$ cat config.mk
export PLATFORM = sky130hd
export DESIGN_NAME = dest_reg_hazard_tracker_flat
export DESIGN_NICKNAME = d
export VERILOG_FILES = /design/src/rtl/dest_reg_hazard_tracker_if.sv /design/src/rtl/dest_reg_hazard_tracker.sv /design/src/flat_wrapper.sv
export SDC_FILE = /design/constraint.sdc
export NUM_CORES = 1
export LEC_CHECK = 0
export CORE_AREA = 2 2 54 56
export CTS_CLUSTER_DIAMETER = 200
export DETAILED_ROUTE_END_ITERATION = 12
export DIE_AREA = 0 0 56 58
export GPL_ROUTABILITY_DRIVEN = 0
export PLACE_DENSITY = 0.73
export REMOVE_ABC_BUFFERS = 1
export SYNTH_ARGS = -nofsm -noshare
export SYNTH_HDL_FRONTEND = slang
export SYNTH_SLANG_ARGS = --single-unit
$ cat constraint.sdc
create_clock -name clk -period 4.95 [get_ports clk]
set_clock_uncertainty 0.15 [all_clocks]
set_input_delay 1.485 -clock clk [delete_from_list [all_inputs] [get_ports clk]]
set_output_delay 1.485 -clock clk [all_outputs]
set_load 0.005 [all_outputs]
$ cat src/rtl/dest_reg_hazard_tracker_if.sv
// rtl/dest_reg_hazard_tracker_if.sv - ID-stage hazard tracker signal bundle
interface dest_reg_hazard_tracker_if #(
    parameter int REG_W = 5
);
    logic             id_valid;
    logic [REG_W-1:0] id_dest_reg;
    logic             id_reg_write;
    logic             id_mem_read;
    logic [REG_W-1:0] id_rs;
    logic [REG_W-1:0] id_rt;
    logic             id_uses_rs;
    logic             id_uses_rt;
    logic             flush;
    logic             stall;
    logic [1:0]       fwd_sel_rs;
    logic [1:0]       fwd_sel_rt;
    logic [REG_W-1:0] wb_dest_reg;
    logic             wb_reg_write;

    modport master (
        output id_valid, id_dest_reg, id_reg_write, id_mem_read,
        output id_rs, id_rt, id_uses_rs, id_uses_rt, flush,
        input  stall, fwd_sel_rs, fwd_sel_rt, wb_dest_reg, wb_reg_write
    );

    modport slave (
        input  id_valid, id_dest_reg, id_reg_write, id_mem_read,
        input  id_rs, id_rt, id_uses_rs, id_uses_rt, flush,
        output stall, fwd_sel_rs, fwd_sel_rt, wb_dest_reg, wb_reg_write
    );
endinterface

$ cat src/rtl/dest_reg_hazard_tracker.sv
// rtl/dest_reg_hazard_tracker.sv - destination shift pipeline with forwarding selects and load-use stall
module dest_reg_hazard_tracker #(
    parameter int DEPTH            = 3,
    parameter int LOAD_STALL_DEPTH = 1,
    parameter int REG_W            = 5
) (
    input  logic                     clk,
    input  logic                     rst,
    dest_reg_hazard_tracker_if.slave bus
);
    typedef struct packed {
        logic             valid;
        logic [REG_W-1:0] dest;
        logic             reg_write;
        logic             mem_read;
    } entry_t;

    // stage[0] is EX (stage 1), stage[DEPTH-1] is WB
    entry_t           stage [DEPTH];
    logic [DEPTH-1:0] match_rs;
    logic [DEPTH-1:0] match_rt;
    logic [1:0]       sel_rs;
    logic [1:0]       sel_rt;
    logic             haz_rs;
    logic             haz_rt;
    logic             stall_c;
    logic             accept;

    always_comb begin
        match_rs = '0;
        match_rt = '0;
        for (int k = 0; k < DEPTH; k++) begin
            match_rs[k] = stage[k].valid && stage[k].reg_write && (stage[k].dest != '0) &&
                          (stage[k].dest == bus.id_rs) && bus.id_uses_rs;
            match_rt[k] = stage[k].valid && stage[k].reg_write && (stage[k].dest != '0) &&
                          (stage[k].dest == bus.id_rt) && bus.id_uses_rt;
        end
    end

    // Scan oldest to youngest so the youngest match overwrites any older one
    always_comb begin
        sel_rs = '0;
        sel_rt = '0;
        haz_rs = 1'b0;
        haz_rt = 1'b0;
        for (int k = DEPTH - 1; k >= 0; k--) begin
            if (match_rs[k]) begin
                sel_rs = 2'(k + 1);
                haz_rs = stage[k].mem_read && (k < LOAD_STALL_DEPTH);
            end
            if (match_rt[k]) begin
                sel_rt = 2'(k + 1);
                haz_rt = stage[k].mem_read && (k < LOAD_STALL_DEPTH);
            end
        end
    end

    assign bus.fwd_sel_rs = haz_rs ? 2'd0 : sel_rs;
    assign bus.fwd_sel_rt = haz_rt ? 2'd0 : sel_rt;
    assign stall_c        = bus.id_valid && !bus.flush && (haz_rs || haz_rt);
    assign bus.stall      = stall_c;
    assign accept         = bus.id_valid && !bus.flush && !stall_c;

    always_ff @(posedge clk) begin
        if (rst) begin
            for (int k = 0; k < DEPTH; k++) begin
                stage[k] <= '0;
            end
        end else begin
            for (int k = DEPTH - 1; k > 0; k--) begin
                stage[k] <= stage[k-1];
            end
            stage[0] <= accept ? {1'b1, bus.id_dest_reg, bus.id_reg_write, bus.id_mem_read}
                               : '0;
        end
    end

    assign bus.wb_reg_write = stage[DEPTH-1].valid && stage[DEPTH-1].reg_write;
    assign bus.wb_dest_reg  = stage[DEPTH-1].valid ? stage[DEPTH-1].dest : '0;
endmodule

$ cat src/flat_wrapper.sv
// flat-port wrapper written by rule: the top's interface ports become plain ports
module dest_reg_hazard_tracker_flat 
#(
    parameter int DEPTH            = 3,
    parameter int LOAD_STALL_DEPTH = 1,
    parameter int REG_W            = 5
)
  (clk, rst, bus_id_valid, bus_id_dest_reg, bus_id_reg_write, bus_id_mem_read, bus_id_rs, bus_id_rt, bus_id_uses_rs, bus_id_uses_rt, bus_flush, bus_stall, bus_fwd_sel_rs, bus_fwd_sel_rt, bus_wb_dest_reg, bus_wb_reg_write);
  dest_reg_hazard_tracker_if #(.REG_W(REG_W)) bus_i ();
  input  logic clk;
  input  logic rst;
  input wire logic [$bits(bus_i.id_valid)-1:0] bus_id_valid;
  input wire logic [$bits(bus_i.id_dest_reg)-1:0] bus_id_dest_reg;
  input wire logic [$bits(bus_i.id_reg_write)-1:0] bus_id_reg_write;
  input wire logic [$bits(bus_i.id_mem_read)-1:0] bus_id_mem_read;
  input wire logic [$bits(bus_i.id_rs)-1:0] bus_id_rs;
  input wire logic [$bits(bus_i.id_rt)-1:0] bus_id_rt;
  input wire logic [$bits(bus_i.id_uses_rs)-1:0] bus_id_uses_rs;
  input wire logic [$bits(bus_i.id_uses_rt)-1:0] bus_id_uses_rt;
  input wire logic [$bits(bus_i.flush)-1:0] bus_flush;
  output wire logic [$bits(bus_i.stall)-1:0] bus_stall;
  output wire logic [$bits(bus_i.fwd_sel_rs)-1:0] bus_fwd_sel_rs;
  output wire logic [$bits(bus_i.fwd_sel_rt)-1:0] bus_fwd_sel_rt;
  output wire logic [$bits(bus_i.wb_dest_reg)-1:0] bus_wb_dest_reg;
  output wire logic [$bits(bus_i.wb_reg_write)-1:0] bus_wb_reg_write;
  assign bus_i.id_valid = bus_id_valid;
  assign bus_i.id_dest_reg = bus_id_dest_reg;
  assign bus_i.id_reg_write = bus_id_reg_write;
  assign bus_i.id_mem_read = bus_id_mem_read;
  assign bus_i.id_rs = bus_id_rs;
  assign bus_i.id_rt = bus_id_rt;
  assign bus_i.id_uses_rs = bus_id_uses_rs;
  assign bus_i.id_uses_rt = bus_id_uses_rt;
  assign bus_i.flush = bus_flush;
  assign bus_stall = bus_i.stall;
  assign bus_fwd_sel_rs = bus_i.fwd_sel_rs;
  assign bus_fwd_sel_rt = bus_i.fwd_sel_rt;
  assign bus_wb_dest_reg = bus_i.wb_dest_reg;
  assign bus_wb_reg_write = bus_i.wb_reg_write;
  dest_reg_hazard_tracker #(.DEPTH(DEPTH), .LOAD_STALL_DEPTH(LOAD_STALL_DEPTH), .REG_W(REG_W)) u_core (.clk(clk), .rst(rst), .bus(bus_i));
endmodule
* Yosys cells after proc, flatten, opt, wreduce, memory -nomap -nowiden *
Memories as Yosys holds them, arrays and structs flattened.
Index checks and enable logic that the tools add are counted.

word-level totals
  flip-flop bits (word level) = 0
  RAM bits = 24
  input port bits = 23
  logic and storage cells = 55
  memories = 1

operators by class
  equal/unequal tests = 6
  muxes and demuxes = 18
  bitwise logic cells = 3
  reduce and logical (&&, ||, !) cells = 27

memories
  name          words  bits a word  rd ports  clocked after Yosys merged registers in  wr ports  RTL line                       RTL
  u_core.stage  3      8            3         0                                        3         dest_reg_hazard_tracker.sv:19  entry_t stage [DEPTH];

operator list
  cell                number
  2-to-1 mux 8 bit    4
  == test 5 bit       6
  logical AND 1 bit   21
  2-to-1 mux 2 bit    8
  nonzero test 5 bit  3
  2-to-1 mux 1 bit    5
  2-to-1 mux 5 bit    1
  bitwise OR 1 bit    3
  logical NOT 1 bit   2
  logical OR 1 bit    1

* Logic depth before layout (Yosys ltp) *
Gate-level depths: netlist of run 1.

  depth in word-level cells = 11
  depth in mapped cells = 5
  gate-level depth less buffers = 5

* Worst setup path before layout of run 1 *
Ideal clock, no wire load.

  kind = input -> output
  start point = input port bus_id_rs[3]
  end point = output port bus_stall
  data arrival time = 2398 ps
  required time = 3315 ps
  slack = 917 ps
  stages on the path = 5
  path buffers = 0
  cells stage by stage = xor2_1 > nor4_1 > and3_1 > o211a_2 > and2_1

between the ends
  word-level cells in the longest chain between the ends = 6

RTL lines
  item                RTL line                       RTL
  start: declaration  flat_wrapper.sv:16             input wire logic [$bits(bus_i.id_rs)-1:0] bus_id_rs;
  == test 5 bit       dest_reg_hazard_tracker.sv:34  (stage[k].dest == bus.id_rs) && bus.id_uses_rs;
  logical AND 1 bit   dest_reg_hazard_tracker.sv:33  match_rs[k] = stage[k].valid && stage[k].reg_write && (stage[k].dest != '0) &&
  logical AND 1 bit   dest_reg_hazard_tracker.sv:34
  2-to-1 mux 1 bit    dest_reg_hazard_tracker.sv:47  if (match_rs[k]) begin
  logical OR 1 bit    dest_reg_hazard_tracker.sv:60  assign stall_c = bus.id_valid && !bus.flush && (haz_rs || haz_rt);
  logical AND 1 bit   dest_reg_hazard_tracker.sv:60
  end: declaration    flat_wrapper.sv:21             output wire logic [$bits(bus_i.stall)-1:0] bus_stall;

Every way passes these cells.

* Worst setup path after layout of run 1 *
  start point = input port bus_id_rs[1]
  end point = output port bus_stall

The elaborated chain is that of the path after synthesis.

==> impl_results.md, run 1 <==
* Crit path DAT at 3330 ps
* Share of the synthesized area in the top cell type at 38.9%
* Via count at 955
* Core ar. at 2660 µm²
* Row cnt at 19
* Worst path required time at 3310 ps
* H-tree depth at 1
* Max Freq at 0.202 GHz
* Post-route setup TNS at -11.3 ps
* Clock Latency Late Sink at 300 ps
* Layout area overhead at 44.4%
* Max_cap viols at 0
* Deepest clock path buffer count at 2
* I/O Buffers at 33
* Hold Slack at 318 ps
* Die Width at 56 µm
* Failing checks: setup timing
* Drt via density at 5.03
* Largest net degree at the start of global routing at 23
* Primary FF master, synth: dfxtp_1
* Post-CTS Hold Buffers at 0
* First-pass GRT wire length at 4.55 mm
* Sequential-to-total area share from yosys stat at 38.9%
* Count of final setup violators at 1
* Ratio of cells with drive above 1 in the final layout at 15.7%
* Final core occ at 61.3%
* Final worst slack at -11.3 ps
* Placed Cells at 185
* Routed WL per cell at 14.4 µm
* Final antenna diode count at 0
* Yosys cell types at 24
* DR pass1 iterations at 4
* Multi-input gate area at 694 µm²
* Cells after Synth at 113
* Hold violation total from the final report at 0
* Rel. slew slack at 55.1%
* Power Density at 224 nW/µm²
* Mapped Area at 1130 µm²
* Total grt overflow at 0
* Die height at 58 µm
* Post-synth EDFFs at 0
* Root buffer selected by CTS: clkbuf_4
* VDD IR max at 0.000227 V
* Final Slew Violations at 0
* Worst-path clk slew at 120 ps
* Worst Hold Class: register to register
* Top Registers: u_core.stage x22
* Max reg flops at 22
* CTS tree: done
* Final period util at 100%
* Overall routing resource usage at 18.1%
* Outcome: complete, but fails checks
* RSZ-0062 raised after global routing: yes
* Biggest register: u_core.stage
* Design Area, Final at 1630 µm²
* CP startpoint kind: input pin
* Power, Total at 0.366 mW
* Worst slew pin tran at 671 ps
* Setup crit end kind: output pin
* CP Max Fanout at 2
* Commonest non-fill, non-tap cell in the layout: xor2_1
* Avg Inst Size Synth at 10.0 µm²
* Clock tree sinks at 22
* Final wirelength at 2.73 mm
* Final antenna-violating net count at 0
* Fin cells at 190
* Synth area leaders: dfxtp_1 39%, xor2_1 19%, nor2b_1 7.7%
* Num CTS Buffers at 3
* Final min period at 4960 ps
* Number of global-route vias before repair at 991
* Initial core utilization at 42.5%
* Placement Setup Slack at -281 ps
* Initial antenna violation count at 0
* Fillers at 248
* Kind of critical path: input pin to output pin
* Most area-hungry cell type in the Yosys netlist: dfxtp_1
* Yosys reg bits at 22
* Iter 0 DRT Violations at 13
* Leak Pwr at 0.723 nW
* Asr flop ratio synth at 0%
* Most frequent cells in the layout: 24 x xor2_1, 22 x clkdlybuf4s50_1, 22 x dfxtp_1
* Placed cell area at 1570 µm²
* IO Pins at 34
* Nets at 183
* Post-DP HPWL at 2.11 mm
* Die area at 3250 µm²
* Yosys warning count at 0
* Reg area at 440 µm²
* DRC Markers at 0
metal layers:
layer	wire (µm)	part of all wire, %	up-vias	global-route usage, %
met2	1340	49	39	31.4
met1	1150	42	426	20.7
met5	0	0	-	0
li1	-	-	482	-
met4	80	2.9	0	9.86
met3	161	5.9	8	4.02
path summary, 6_finish.rpt:
| check | start | to | slack [ps] | depth (start not counted) |
|---|---|---|---|---|
| min reg2reg | u_core.stage[0][15]$_SDFF_PP0_ | u_core.stage[0][23]$_SDFF_PP0_ | 320 | 1 |
| min | u_core.stage[0][15]$_SDFF_PP0_ | u_core.stage[0][23]$_SDFF_PP0_ | 320 | 1 |
| max | bus_id_rs[1] | bus_stall | -10 | 7 |
| max reg2reg | u_core.stage[0][2]$_SDFF_PP0_ | u_core.stage[0][2]$_SDFF_PP0_ | 3050 | 6 |
synthesized netlist by cell type (all sizes together) (2+ instances only):
library cell and instances:
xnor2 6, nand2b 2, nand4 2, dfxtp 22, and2 9, mux2i 2, nand4b 2, and4bb 6
and3 2, nor4 7, clkbuf 2, a21oi 3, nor2b 14, xor2 24
what timing repair did:
action | 4_1_cts | 5_1_grt
buffers inserted | 1 | 0
setup endpoints to repair | 5 | 2
gates resized for setup | 12 | 2
pin swaps | 4 | 1
cells by family (layout without fill, tap and decap cells):
group,count (synthesis),after routing,synth area share [%]
flip-flops,22,22,38.9
XOR/XNOR,30,30,23.2
AND/OR/NAND/NOR,50,50,31.5
buffers and inverters,3,49,0.996
multiplexers,2,2,1.77
AO/OA/AOI/OAI,6,6,3.54
final cells by class:
| type | instances | area share (%) |
|---|---|---|
| multi-input cells | 88 | 42.5 |
| flip-flops and latches | 22 | 27.0 |
| repair buffers | 44 | 24.7 |
| well taps | 31 | 2.38 |
| clock inverters | 1 | 1.84 |
| clock buffers | 3 | 1.38 |
| inverters | 1 | 0.230 |
worst max-delay path: stages:
cell             delay, ps
clkdlybuf4s50_1        450
buf_4                  160
xnor2_1                170
and3_1                 220
o211a_2                220
and2_1                 130
clkdlybuf4s50_1        490
where the power goes:
part / switching, mW / internal, mW / total, mW
Combinational: 0.0194 / 0.0295 / 0.0489
Clock: 0.0505 / 0.0818 / 0.132
Sequential: 0.00390 / 0.181 / 0.184
(Power assumes the default switching activity.)
==> run 2, diff against run 1 <==
Settings changed: CAP_MARGIN set to 15, CORE_AREA 2 2 54 56 to 2 2 41 80, DIE_AREA 0 0 56 58 to 0 0 43 82, PLACE_DENSITY 0.73 to 0.69.
Clock period 4.95 ns to 4.55 ns, I/O delays scaled along.
==> impl_results.md, run 2 (synthesis gave the netlist of run 1 again) <==
* Leak Pwr at 0.731 nW (+1.1%)
* Count of final setup violators at 0 (-1)
* Num CTS Buffers at 3 (unchanged)
* Fin cells at 188 (-1.1%)
* Outcome: completed
* Post-CTS Hold Buffers at 0 (unchanged)
* Die area at 3530 µm² (+8.6%)
* Deepest clock path buffer count at 2 (unchanged)
* Die Width at 43 µm (-23%)
* Placed cell area at 1560 µm² (-0.56%)
* Via count at 1,015 (+6.3%)
* Final min period at 4540 ps
* Final antenna diode count at 0 (unchanged)
* Final Slew Violations at 0 (unchanged)
* VDD IR max at 0.000278 V (+22%)
* Post-route setup TNS at 0 ps (+11.3 ps)
* CTS tree: done
* Total grt overflow at 0 (unchanged)
* Final core occ at 55.8% (-5.5 points)
* Met3 Resource Use GR at 2.20% (-1.8 points)
* Most frequent cells in the layout: 24 x xor2_1, 22 x clkdlybuf4s50_1, 22 x dfxtp_1
* Worst path required time at 3030 ps (-280 ps)
* Crit path DAT at 3020 ps (-310 ps)
* Clock tree sinks at 22 (unchanged)
* Layout area overhead at 45.2%
* Overall routing resource usage at 18.1% (+0.038 points)
* Hold path cells at 1 (unchanged)
* Commonest non-fill, non-tap cell in the layout: xor2_1
* Logic pwr share at 12.3% (-1.1 points)
* Routed WL per cell at 15.8 µm (+10%)
* Clock power share at 41.0% (+4.8 points)
* Worst slew pin tran at 675 ps (+3.94 ps)
* Worst Hold Class: register to register
* GR Util met2 at 39.5% (+8.1 points)
* Design Area, Final at 1640 µm² (+0.61%)
* Top Registers: u_core.stage x22
* Die height at 82 µm (+41%)
* First-pass GRT wire length at 4.63 mm (+1.8%)
* Row cnt at 28 (+9)
* Final period util at 99.7%
* Fillers at 291 (+17%)
* Max Freq at 0.220 GHz
* DRC Markers at 0 (unchanged)
* Flop pwr share at 46.7% (-3.7 points)
* Post-DP HPWL at 2.45 mm (+16%)
* Largest net degree at the start of global routing at 23 (unchanged)
* Rel. slew slack at 54.9% (-0.26 points)
* CP startpoint kind: input pin
* Setup crit end kind: output pin
* H-tree depth at 1 (unchanged)
* Kind of critical path: input pin to output pin
* Clock Latency Late Sink at 260 ps (-40 ps)
* I/O Buffers at 33 (unchanged)
* IO Pins at 34 (unchanged)
* Max reg flops at 22 (unchanged)
* CP Max Fanout at 2 (unchanged)
* Sw Ratio at 19.4% (-0.73 points)
* Pint at 0.346 mW (+19%)
* Hold violation total from the final report at 0 (unchanged)
* Power Density at 262 nW/µm² (+17%)
* Nets at 182 (-0.55%)
* Root buffer selected by CTS: clkbuf_8
* Worst Reg-to-Reg Cells at 6 (unchanged)
* Number of global-route vias before repair at 1,113 (+12%)
* Initial core utilization at 38.4% (-4.0 points)
* Net load switching power at 0.0836 mW (+13%)
* Met1 usage at 12.1% (-8.6 points)
* Final wirelength at 2.98 mm (+9.0%)
* Power, Total at 0.430 mW (+18%)
* DR pass1 iterations at 2 (-2)
* Gr busiest metal: met2
* Final antenna-violating net count at 0 (unchanged)
* Ratio of cells with drive above 1 in the final layout at 19.0% (+3.3 points)
* Iter 0 DRT Violations at 1 (-12)
* Worst-path clk slew at 70 ps (-50 ps)
* Biggest register: u_core.stage
* Initial antenna violation count at 0 (unchanged)
* Placed Cells at 183 (-1.1%)
* Core ar. at 2940 µm² (+11%)
* Drt via density at 5.40 (+7.4%)
* Max_cap viols at 0 (unchanged)
[run 2: cell type report]
class / instances / area, µm² / area share, %
Multi-Input combinational cell: 88 / 706 / 43.0
Sequential cell: 22 / 440 / 26.8
Timing Repair Buffer: 43 / 384 / 23.4
Clock buffer: 3 / 41.3 / 2.51
Tap cell: 30 / 37.5 / 2.28
Clock inverter: 1 / 30.0 / 1.83
Inverter: 1 / 3.75 / 0.228
[run 2: power by group through the flow]
stage | registers, mW | logic, mW | clock network, mW
floorplan | 0.204 | 0.0185 | 0
global placement | 0.205 | 0.0521 | 0
detailed placement | 0.205 | 0.0530 | 0
CTS | 0.201 | 0.0532 | 0.181
global route | 0.201 | 0.0573 | 0.187
finish | 0.201 | 0.0529 | 0.176
[run 2: worst max-delay path, cell delays in order]
cell and delay, ps:
clkdlybuf4s50_1 430, buf_4 160, xor2_1 150, nor4_1 280
nand4b_1 180, nand2b_1 190, mux2i_1 140, clkbuf_2 130
[run 2: routing by layer]
metal	routed length [µm]	share of wire, %
met1	871	29
met2	1830	61
met3	83	2.8
met4	195	6.5
met5	0	0
[run 2: timing repair]
item                                    4_1_cts  5_1_grt
setup buffers                                 0        1
endpoints found under the setup margin        5        5
gates resized for setup                      17        8
pin swaps                                    12       11
[run 2: path summary, 6_finish.rpt]
kind | from | endpoint | slack [ps]
max reg2reg | u_core.stage[0][5]$_SDFF_PP0_ | u_core.stage[0][0]$_SDFF_PP0_ | 2670
min | u_core.stage[0][9]$_SDFF_PP0_ | u_core.stage[0][17]$_SDFF_PP0_ | 330
min reg2reg | u_core.stage[0][9]$_SDFF_PP0_ | u_core.stage[0][17]$_SDFF_PP0_ | 330
max | bus_id_rs[0] | bus_fwd_sel_rs[0] | 10
[run 2: stage by stage]
stage          hold WS (ps)  worst slack (ps)
2_1_floorplan           288               757
3_3_place_gp            298              -429
3_5_place_dp            315              -473
4_1_cts                 326              17.7
5_1_grt                 336             -70.4
6_report                326              11.5
